[config.mk]
export PLATFORM = sky130hd
export DESIGN_NAME = passcode_fsm
export DESIGN_NICKNAME = d
export VERILOG_FILES = /design/src/rtl/security_pkg.sv /design/src/rtl/edge_pulse.sv /design/src/rtl/passcode_fsm.sv
export SDC_FILE = /design/constraint.sdc
export NUM_CORES = 1
export LEC_CHECK = 0
export CORE_UTILIZATION = 64
export DETAILED_ROUTE_END_ITERATION = 16
export GPL_ROUTABILITY_DRIVEN = 0
export PLACE_DENSITY = 0.95
export SETUP_SLACK_MARGIN = 0.15
export SLEW_MARGIN = 20
export SYNTH_ARGS = -nofsm -noshare
export SYNTH_HDL_FRONTEND = slang
export SYNTH_HIERARCHICAL = 1
export SYNTH_SLANG_ARGS = --single-unit
[constraint.sdc]
create_clock -name clock -period 5.2 [get_ports clock]
set_input_delay 1.04 -clock clock [delete_from_list [all_inputs] [get_ports clock]]
set_output_delay 1.04 -clock clock [all_outputs]
set_load 0.1 [all_outputs]
[src/rtl/security_pkg.sv]
// ============================================================================
// Module      : security_pkg
// Description : Shared types and constants for the keypad passcode checker.
// Revision    : 1.0 - initial release
// ============================================================================
`default_nettype none

package security_pkg;

    localparam int DIGIT_W = 2;
    localparam int NUM_BTN = 4;

    typedef enum logic [1:0] {
        LOCKED   = 2'd0,
        ENTRY    = 2'd1,
        UNLOCKED = 2'd2,
        LOCKOUT  = 2'd3
    } state_t;

endpackage

`default_nettype wire

[src/rtl/edge_pulse.sv]
// ============================================================================
// Module      : edge_pulse
// Description : Registers a level and flags its rising edges (in & ~q).
// Revision    : 1.0 - initial release
// ============================================================================
`default_nettype none

module edge_pulse #(
    parameter int               WIDTH   = 1,
    parameter logic [WIDTH-1:0] RST_VAL = '0
) (
    input  logic             clock,
    input  logic             reset,
    input  logic [WIDTH-1:0] i_level,
    output logic [WIDTH-1:0] o_rise
);

    logic [WIDTH-1:0] level_d;
    logic [WIDTH-1:0] level_q;

    always_comb level_d = i_level;

    always_ff @(posedge clock or posedge reset) begin
        if (reset) begin
            level_q <= RST_VAL;
        end else begin
            level_q <= level_d;
        end
    end

    assign o_rise = i_level & ~level_q;

endmodule

`default_nettype wire

[src/rtl/passcode_fsm.sv]
// ============================================================================
// Module      : passcode_fsm
// Description : Keypad passcode checker with fail counting and timed lockout.
// Revision    : 1.0 - initial release
// ============================================================================
`default_nettype none

module passcode_fsm
    import security_pkg::*;
#(
    parameter int                             CODE_LEN      = 4,
    parameter logic [CODE_LEN*DIGIT_W-1:0]    CODE          = 8'b01_11_00_10,
    parameter int                             MAX_FAILS     = 3,
    parameter int unsigned                    ENTRY_TIMEOUT = 250_000_000,
    parameter int unsigned                    LOCK_CYCLES   = 500_000_000
) (
    input  logic               clock,
    input  logic               reset,
    input  logic [NUM_BTN-1:0] btn,
    input  logic               lock_req,
    output logic               unlocked,
    output logic               alarm,
    output logic               entry_error,
    output logic [2:0]         digit_count,
    output logic [2:0]         fail_count
);

    localparam int unsigned TMR_MAX = (ENTRY_TIMEOUT > LOCK_CYCLES) ? ENTRY_TIMEOUT : LOCK_CYCLES;
    localparam int          TMR_W   = $clog2(TMR_MAX + 1);

    localparam logic [TMR_W-1:0] ENTRY_LAST = TMR_W'(ENTRY_TIMEOUT - 1);
    localparam logic [TMR_W-1:0] LOCK_LAST  = TMR_W'(LOCK_CYCLES - 1);
    localparam logic [TMR_W-1:0] TMR_SAT    = TMR_W'(TMR_MAX);
    localparam logic [2:0]       CODE_LEN_C  = 3'(CODE_LEN);
    localparam logic [2:0]       MAX_FAILS_C = 3'(MAX_FAILS);

    logic [NUM_BTN-1:0] press;
    logic               lock_rise;

    state_t             state_d, state_q;
    logic [2:0]         digit_count_d, digit_count_q;
    logic [2:0]         fail_count_d, fail_count_q;
    logic               mismatch_d, mismatch_q;
    logic               entry_error_d, entry_error_q;
    logic [TMR_W-1:0]   tmr_d, tmr_q;

    logic               press_any;
    logic               digit_bad;
    logic [DIGIT_W-1:0] digit;
    logic [DIGIT_W-1:0] exp_digit;
    logic [2:0]         count_next;
    logic [2:0]         fail_next;
    logic [TMR_W-1:0]   tmr_inc;

    // Reset value of all ones: a button held through reset never counts as a press.
    edge_pulse #(
        .WIDTH   (NUM_BTN),
        .RST_VAL ({NUM_BTN{1'b1}})
    ) u_btn_edge (
        .clock   (clock),
        .reset   (reset),
        .i_level (btn),
        .o_rise  (press)
    );

    edge_pulse #(
        .WIDTH   (1),
        .RST_VAL (1'b1)
    ) u_lock_edge (
        .clock   (clock),
        .reset   (reset),
        .i_level (lock_req),
        .o_rise  (lock_rise)
    );

    always_comb begin
        press_any = |press;
        digit     = '0;
        for (int i = 0; i < NUM_BTN; i++) begin
            if (press[i]) digit = DIGIT_W'(i);
        end
        exp_digit = '0;
        for (int i = 0; i < CODE_LEN; i++) begin
            if (digit_count_q == 3'(i)) exp_digit = CODE[i*DIGIT_W +: DIGIT_W];
        end
        // Simultaneous presses still consume a digit but can never match.
        digit_bad  = !$onehot(press) || (digit != exp_digit);
        count_next = digit_count_q + 3'd1;
        fail_next  = fail_count_q + 3'd1;
        tmr_inc    = (tmr_q == TMR_SAT) ? tmr_q : tmr_q + TMR_W'(1);
    end

    always_comb begin
        state_d       = state_q;
        digit_count_d = digit_count_q;
        fail_count_d  = fail_count_q;
        mismatch_d    = mismatch_q;
        entry_error_d = 1'b0;
        tmr_d         = tmr_q;

        case (state_q)
            LOCKED: begin
                tmr_d = '0;
                if (press_any) begin
                    digit_count_d = 3'd1;
                    mismatch_d    = digit_bad;
                    state_d       = ENTRY;
                end
            end
            ENTRY: begin
                if (press_any) begin
                    tmr_d = '0;
                    if (count_next == CODE_LEN_C) begin
                        digit_count_d = '0;
                        mismatch_d    = 1'b0;
                        if (!(mismatch_q || digit_bad)) begin
                            fail_count_d = '0;
                            state_d      = UNLOCKED;
                        end else begin
                            fail_count_d  = fail_next;
                            entry_error_d = 1'b1;
                            state_d       = (fail_next == MAX_FAILS_C) ? LOCKOUT : LOCKED;
                        end
                    end else begin
                        digit_count_d = count_next;
                        mismatch_d    = mismatch_q | digit_bad;
                    end
                end else if (tmr_q == ENTRY_LAST) begin
                    digit_count_d = '0;
                    mismatch_d    = 1'b0;
                    tmr_d         = '0;
                    state_d       = LOCKED;
                end else begin
                    tmr_d = tmr_inc;
                end
            end
            UNLOCKED: begin
                tmr_d = '0;
                if (lock_rise) state_d = LOCKED;
            end
            LOCKOUT: begin
                if (tmr_q == LOCK_LAST) begin
                    fail_count_d = '0;
                    tmr_d        = '0;
                    state_d      = LOCKED;
                end else begin
                    tmr_d = tmr_inc;
                end
            end
            default: state_d = LOCKED;
        endcase
    end

    always_ff @(posedge clock or posedge reset) begin
        if (reset) begin
            state_q       <= LOCKED;
            digit_count_q <= '0;
            fail_count_q  <= '0;
            mismatch_q    <= 1'b0;
            entry_error_q <= 1'b0;
            tmr_q         <= '0;
        end else begin
            state_q       <= state_d;
            digit_count_q <= digit_count_d;
            fail_count_q  <= fail_count_d;
            mismatch_q    <= mismatch_d;
            entry_error_q <= entry_error_d;
            tmr_q         <= tmr_d;
        end
    end

    assign unlocked    = (state_q == UNLOCKED);
    assign alarm       = (state_q == LOCKOUT);
    assign entry_error = entry_error_q;
    assign digit_count = digit_count_q;
    assign fail_count  = fail_count_q;

endmodule

`default_nettype wire

==> results.cfg, run 1 <==
[die]
ios = 16
fp.dieW_um = 66.4
die_area_um2 = 4410
initial_core_util_pct = 66.3
die_h_um = 66.4
core_area_um2 = 4000
rows = 23

[critical_path]
r2r_end = state_q[0]
critical_path.max_fanout = 4
path_delay_family = simple AND/OR/NAND/NOR gates
crit_type = input pin to flop
crit_chain = clkdlybuf4s50_1, nor2b_4, inv_1, fa_1, inv_1, ha_1, ha_1, or3b_2, nor2_1, nand3_1, nor2_1, o311ai_1
rr_worst_depth = 11
arrival_ps = 3880
slowest_stage = clkdlybuf4s50_1
r2r_slack_ps = 2370
crit_required_ps = 5380
slowest_delay_ps = 480
end_kind = flop
worst-path-buf-inv = 3
timing.rr.start = u_btn_edge/level_q[3]
startpoint_type = input pin

[logic_synthesis]
yosys_warnings = 6
synth-seq-cells = 44
async_reset_ff_share_pct = 100
syn_inst = 281
avgSynthCellArea_um2 = 9.44
ys_types = 48
ys.flop_type = dfrtp_1
synth_nets = 303
syn_area_um2 = 2650
synth_edf_count = 0
ys_seq_area_share_pct = 41.7

[cts]
postCtsResizedCells = 0
cts_tree = built
cts_hold_buf = 0
clock-root-buffer = clkbuf_8
post-cts-setup-buffer-count = 0
numCtsBuffers = 5
cts_buffer_depth = 2
clk_pin_slew_ps = 90
clock_sinks = 44
clk_latency_ps = 300
cts.htree.levels = 2

[placement]
hpwl_um = 3880
placed_cells = 341
io_buffer_count = 15
place_ws_ps = 1180

[detailed_routing]
detail-route-antenna-nets = 0
drtIter0Drc = 192
drc = 0
routed_via_density = 5.98
drt_wl_total_um = 5310
dr.pass1.iters = 4
avgRoutedWirePerCell_um = 15.2
vias = 2086

[final_layout]
final_common_cell = nor2_1
multi_input_area_um2 = 1430
syn2layout_area_growth_pct = 10.7
drive_above_1_share_pct = 10.0
most-common-layout-cells = nor2_1, dfrtp_1, inv_1
finalCoreUtilization_pct = 73.4
finalNonFillerCells = 349
seq_area_um2 = 1110
nets = 320
fill_cells = 298
antenna_cells = 0

[sta]
max_freq_mhz = 270
setup_viol = 0
worst_pin_slew_ps = 978
rsz0062_at_grt = no
fin_crit_sh_pct = 71.2
setup-tns-final_ps = 0
hold_viol = 0
finClkSkew_ps = 7.13
finalCriticalPeriod_ps = 3700
maxSlewHeadroom_pct = 34.6
maxSlewViolCount = 0
fin_ws_ps = 1500

[global_route]
grt_pass1_wl_um = 8870
grt_max_degree = 36
grt_pass1_vias = 2046
grt.total_usage_pct = 26.7
antenna_found_initial = 0
grt_overflow = 0

[pwr]
p_leak_uw = 0.00123
power_density_nw_per_um2 = 357
peakVddDrop_mv = 0.218

[worst_hold_path]
hold_path_end = mismatch_q
hold_path_class = flop to flop
hp-start = mismatch_q
whs_path_depth = 2

[flow_run]
maxCapViolCount = 0

[status]
status = finished clean
==> where the power goes <==
group	internal (uW)	switching [uW]
Clock	106	119
Combinational	119	289
Sequential	376	40.0
Total	601	448
==> registers in the layout, summed over array words and instances (netlist names) <==
| register | cells |
|---|---|
| digit_count | 3 |
| entry_error | 1 |
| fail_count | 3 |
| mismatch_q | 1 |
| state_q | 2 |
| tmr_q | 29 |
| u_btn_edge/level_q | 4 |
| u_lock_edge/level_q | 1 |
==> layer usage <==
layer	routed length, um	vias up	share of wire (%)	GRT usage (%)
met2	2720	61	51	47.2
met1	2290	1018	43	32.2
li1	-	997	-	-
met4	61	0	1.1	9.04
met3	244	10	4.6	5.00
met5	0	-	0	0
==> cell families (layout without fill, tap and decap cells) <==
logic type,count (synthesis),after routing,share of synthesized area [%]
AND/OR/NAND/NOR,142,142,31.0
flip-flops,44,44,41.7
XOR/XNOR,28,28,9.25
buffers and inverters,28,46,4.39
AO/OA/AOI/OAI,23,23,5.90
adder cells (fa/ha/maj),15,15,7.36
multiplexers,1,1,0.377
==> through the flow <==
stage                     total power, uW  cell area [um2]  hold slack [ps]
after floorplan                       737             2650              488
after global placement                817             2840              514
after detailed placement              831             2840              549
after CTS                            1050             2940              562
after global routing                 1110             2940              597
final                                1050             2940              566
==> area by class of cell <==
class,instances,area share [%]
Tap cell,50,2.13
Clock buffer,6,2.81
Multi-Input combinational cell,209,48.7
Inverter,21,2.69
Timing Repair Buffer,17,5.63
Sequential cell,44,37.7
Clock inverter,2,0.341
==> cells in the mapped netlist (all sizes together), types with 2 or more instances <==
cell	count	area share, %
inv	21	3.0
nor4	7	2.1
dfrtp	39	37
xnor2	10	3.3
o21ai	7	1.3
a21oi	3	0.57
nor3	4	0.94
clkbuf	4	0.57
nor2b	7	3.1
nor4bb	2	0.75
nand2	18	2.5
xor2	18	5.9
or3b	3	0.99
o211ai	5	1.6
nand4	14	3.3
and2	3	0.71
nor3b	3	1.0
dfstp	5	5.0
ha	14	6.6
buf	3	0.85
nand3b	4	1.1
nand3	17	3.2
nor2	40	5.7
nand2b	5	1.2
and3	7	1.7
==> tightest hold or removal path: stages (launching register included) <==
cell,delay [ps]
dfrtp_1,380
nand2_1,70
nand3_1,80
==> worst max-delay path by stage <==
stage / slack (ps) / cells after the start / endpoint / start
6_report: 1500 / 12 / state_q[0] / btn[3]
5_1_grt: 1340 / 12 / state_q[0] / btn[3]
4_1_cts: 1490 / 12 / state_q[0] / btn[3]
3_5_place_dp: 1180 / 12 / state_q[0] / btn[3]
3_3_place_gp: 1280 / 12 / state_q[0] / btn[3]
2_1_floorplan: 1910 / 11 / fail_count[0] / btn[0]
Note: power is estimated with default switching activity, not from simulation.
==> run 2: changes to the inputs <==
Settings changed: CORE_UTILIZATION 64 to 54, PLACE_DENSITY 0.95 to 0.88.
Clock period 5.2 ns to 3.2 ns, I/O delays scaled along.
==> run 2 against run 1 <==
Routed wire length shrank 2.4%. Die area grew 18%. Design area grew 2.7%. Critical path depth grew 1. Combinational power grew 63%. Non-clock buffer count grew 7. Sequential cell count is the same. Hold slack gained 7.9 ps.
==> results.cfg, run 2 (synthesis gave the netlist of run 1 again) <==
[die]
die_area_um2 = 5200
rows = 25
fp.dieW_um = 72.1
ios = 16
initial_core_util_pct = 56.2
die_h_um = 72.1
core_area_um2 = 4720

[final_layout]
final_common_cell = dfrtp_1
most-common-layout-cells = dfrtp_1, nor2_1, inv_1
fill_cells = 393
largest_register_ffs = 29
drive_above_1_share_pct = 16.0
syn2layout_area_growth_pct = 13.6
antenna_cells = 0
regMostFlops = tmr_q
reg_top3 = tmr_q: 29 flops, u_btn_edge/level_q: 4 flops
nets = 327

[critical_path]
arrival_ps = 3120
r2r_slack_ps = 470
slowest_delay_ps = 550
rr_worst_depth = 12
crit_required_ps = 3380
end_kind = flop
cp_common_cell = ha_1
crit_type = input pin to flop
slowest_stage = fa_1
crit_chain = dlygate4sd2_1, nor2b_4, inv_2, fa_1, inv_1, ha_1, ha_1, or3b_4, nor2_4, nand3_2, nor2_2, buf_4, o41ai_1
startpoint_type = input pin
critical_path.max_fanout = 4

[status]
status = finished clean

[global_route]
antenna_found_initial = 0
grt_pass1_vias = 2028
grt_max_degree = 40
grt.total_usage_pct = 22.3
grt_overflow = 0
grt_pass1_wl_um = 9000

[placement]
io_buffer_count = 15
place_ws_ps = -461
hpwl_um = 3760

[pwr]
power.total_uw = 1760
power_density_nw_per_um2 = 584
peakVddDrop_mv = 0.450
p_leak_uw = 0.00128

[sta]
maxSlewViolCount = 0
maxSlewHeadroom_pct = 54.1
finalCriticalPeriod_ps = 2940
finClkSkew_ps = 11.7
fin_ws_ps = 258
setup-tns-final_ps = 0
hold_viol = 0
setup_viol = 0
worst_pin_slew_ps = 684
rsz0062_at_grt = no
fin_crit_sh_pct = 91.9
max_freq_mhz = 340

[detailed_routing]
wl_met1_um = 2310
dr.pass1.iters = 4
wl_met2_um = 2630
routed_via_density = 5.51
drtIter0Drc = 111
highest_layer = met4
avgRoutedWirePerCell_um = 13.9
drc = 0
drt_wl_total_um = 5190
vias = 2057
met3_length_um = 160
detail-route-antenna-nets = 0

[flow_run]
maxCapViolCount = 0

[worst_hold_path]
whs_path_depth = 1
hold_path_class = flop to flop

[cts]
numCtsBuffers = 5
clk_pin_slew_ps = 80
cts_hold_buf = 0
cts_buffer_depth = 2
clock_sinks = 44
clk_latency_ps = 300
cts.htree.levels = 2
clock-root-buffer = clkbuf_8
post-cts-setup-buffer-count = 0
cts_tree = built
-- run 2: cell count changes in the layout (fill, tap and decap cells not counted), sizes merged --
cell / delta
clkdlybuf4s50: -12
buf: +16
clkinv: -2
dlygate4sd2: +3
clkbuf: +1
bufinv: +1
-- run 2: through the flow --
step	cell area (um2)	std cells	utilization [%]	hold slack [ps]
after floorplan	2650	281	-	488
after global placement	2890	365	61.3	516
after detailed placement	2890	365	61.3	520
after CTS	3010	373	63.8	578
after global routing	3010	373	63.8	577
final	3010	373	63.8	574
-- run 2: what timing repair did --
action,CTS,global route
resized for setup,10,0
setup endpoints to repair,7,0
hold endpoints to repair,0,0
-- run 2: path summary, 6_finish.rpt --
check                                 startpoint             endpoint
max in group asynchronous                  reset            tmr_q[18]
hold / removal                     fail_count[0]        fail_count[0]
setup reg to reg           u_btn_edge/level_q[3]        fail_count[1]
setup / recovery                          btn[3]        fail_count[1]
min in group asynchronous                  reset  u_lock_edge/level_q
hold reg to reg                    fail_count[0]        fail_count[0]
-- run 2: per-layer routing --
layer	track usage, %	vias up
met3	4.17	9
met5	0	-
li1	-	1014
met1	28.3	1004
met4	8.28	0
met2	38.0	30
-- run 2: power breakdown --
group          internal, uW  switching (uW)
clock network           234             183
logic                   193             473
registers               610            68.7
total                  1040             725
-- run 2: cell type report --
class	instances	area [um2]	share of cell area (%)
inverters	21	78.8	2.62
clock buffers	7	76.3	2.53
well taps	67	83.8	2.78
multi-input cells	209	1450	48.0
repair buffers	24	191	6.35
flip-flops and latches	44	1110	36.7
clock inverters	1	30.0	0.996
-- run 2: critical path, delay by kind of cell --
family          cells  cell delay, ps
compound gates      1              70
fa+ha+maj           3            1020
simple gates        5             940
buf+inv             4             460
==> run 3: changes to the inputs <==
Settings changed: CORE_MARGIN set to 2, CORE_UTILIZATION 54 to 52, PLACE_DENSITY 0.88 to 0.86.
==> run 3 against run 2 <==
Register-to-register slack improved by 80 ps. Global-route usage fell by 0.91 points. Power fell by 2.9%. First-iteration DRC count fell by 26%. Design area barely moved. Utilization fell by 1.3 points. Clock power fell by 12%. Maximum frequency rose by 2.5%. Highest routed layer unchanged.
==> results.cfg, run 3 (synthesis gave the netlist of run 1 again) <==
[status]
status = finished clean

[critical_path]
crit_required_ps = 3380
critical_path.max_fanout = 4
startpoint_type = input pin
end_kind = flop
arrival_ps = 3050
crit_type = input pin to flop

[sta]
worst_pin_slew_ps = 669
finClkSkew_ps = 9.81
maxSlewHeadroom_pct = 55.2
max_freq_mhz = 349
setup_viol = 0
rsz0062_at_grt = no
fin_crit_sh_pct = 89.7
finalCriticalPeriod_ps = 2870
hold_viol = 0
maxSlewViolCount = 0
setup-tns-final_ps = 0

[cts]
clock_sinks = 44
clk_pin_slew_ps = 80
clk_latency_ps = 300
numCtsBuffers = 5
cts_tree = built
cts_buffer_depth = 2
cts.htree.levels = 2
clock-root-buffer = clkbuf_8

[detailed_routing]
drc = 0
routed_via_density = 5.50
detail-route-antenna-nets = 0
vias = 2062
drt_wl_total_um = 5350
drtIter0Drc = 82
avgRoutedWirePerCell_um = 14.3
dr.pass1.iters = 4

[final_layout]
finalNonFillerCells = 375
drive_above_1_share_pct = 16.6
finalCoreUtilization_pct = 62.5
antenna_cells = 0
final_common_cell = dfrtp_1
largest_register_ffs = 29
syn2layout_area_growth_pct = 13.5
regMostFlops = tmr_q
nets = 329
fin_area_um2 = 3010
reg_top3 = tmr_q: 29 flops, u_btn_edge/level_q: 4 flops
most-common-layout-cells = dfrtp_1, nor2_1, inv_1, buf_4

[flow_run]
maxCapViolCount = 0

[global_route]
grt_pass1_vias = 2079
grt.total_usage_pct = 21.4
grt_max_degree = 40
grt_overflow = 0
antenna_found_initial = 0
grt_pass1_wl_um = 9310

[placement]
dpl_cell_area_um2 = 2900
hpwl_um = 3850
io_buffer_count = 15
placed_cells = 366

[die]
core_area_um2 = 4820
die_h_um = 75.4
initial_core_util_pct = 55.1
rows = 25
ios = 16
die_area_um2 = 5690
fp.dieW_um = 75.4

[pwr]
power.switching_uw = 732
p_clk_share_pct = 21.4
seqPwrFrac_pct = 39.8
combPwrFrac_pct = 38.8
p_leak_uw = 0.00129
p_int_uw = 979
power_density_nw_per_um2 = 568
switching_share_pct = 42.8
peakVddDrop_mv = 0.266

[worst_hold_path]
hold_path_class = flop to flop
run 3: cell types whose count changed in the layout (fill, tap and decap cells not counted):
| cell | previous run | this run |
|---|---|---|
| bufinv_16 | 1 | 0 |
| inv_2 | 2 | 1 |
| buf_4 | 18 | 20 |
| nor2_4 | 1 | 0 |
| clkbuf_1 | 2 | 1 |
| clkbuf_8 | 5 | 6 |
| nor2_2 | 1 | 2 |
| inv_1 | 19 | 20 |
| clkinvlp_4 | 0 | 1 |
run 3: per-layer routing:
layer	up-vias	track usage (%)	part of all wire, %
li1	1013	-	-
met1	997	26.5	44
met2	47	37.3	50
met3	5	4.63	4.2
met4	0	6.82	1.3
met5	-	0	0
run 3: worst paths after layout:
kind / start / end / slack (ps) / cells after the start
max in group asynchronous: reset / tmr_q[5] / 2020 / 3
hold / removal: mismatch_q / mismatch_q / 550 / 2
min in group asynchronous: reset / u_lock_edge/level_q / 710 / 2
hold reg to reg: mismatch_q / mismatch_q / 550 / 2
setup / recovery: btn[0] / fail_count[1] / 330 / 13
setup reg to reg: u_btn_edge/level_q[0] / fail_count[1] / 550 / 12
run 3: timing repair:
action,4_1_cts,5_1_grt
resized for setup,8,0
endpoints found under the setup margin,6,0
hold buffers,0,0
setup buffers,1,0
run 3: final cells by class:
| type | instances | area (um2) |
|---|---|---|
| clock buffer | 7 | 86.3 |
| clock inverter | 1 | 7.51 |
| fill | 418 | 1810 |
| inverter | 21 | 78.8 |
| multi-input combinational | 209 | 1440 |
| sequential | 44 | 1110 |
| tap | 67 | 83.8 |
| timing repair buffer | 26 | 206 |
run 3: worst max-delay path, cell delays in order:
cell,delay (ps)
dlygate4sd2_1,210
nor2b_4,140
inv_2,50
fa_1,520
inv_1,40
ha_1,170
ha_1,260
or3b_4,400
nor2_2,120
nand3_2,110
nor2_2,170
buf_4,140
o41ai_1,70
run 3: power by group through the flow:
stage               combinational [uW]  clock, uW  sequential [uW]
finish                             664        366              680
global route                       728        394              692
CTS                                664        374              681
detailed placement                 656          0              691
global placement                   637          0              687
floorplan                          350          0              849
run 3: metrics by stage:
stage | hold WS (ps) | total power [uW] | setup slack, ps
2_1_floorplan | 488 | 1200 | 309
6_report | 554 | 1710 | 331
4_1_cts | 553 | 1720 | 356
3_5_place_dp | 514 | 1350 | -350
5_1_grt | 574 | 1810 | 160
3_3_place_gp | 507 | 1320 | -292
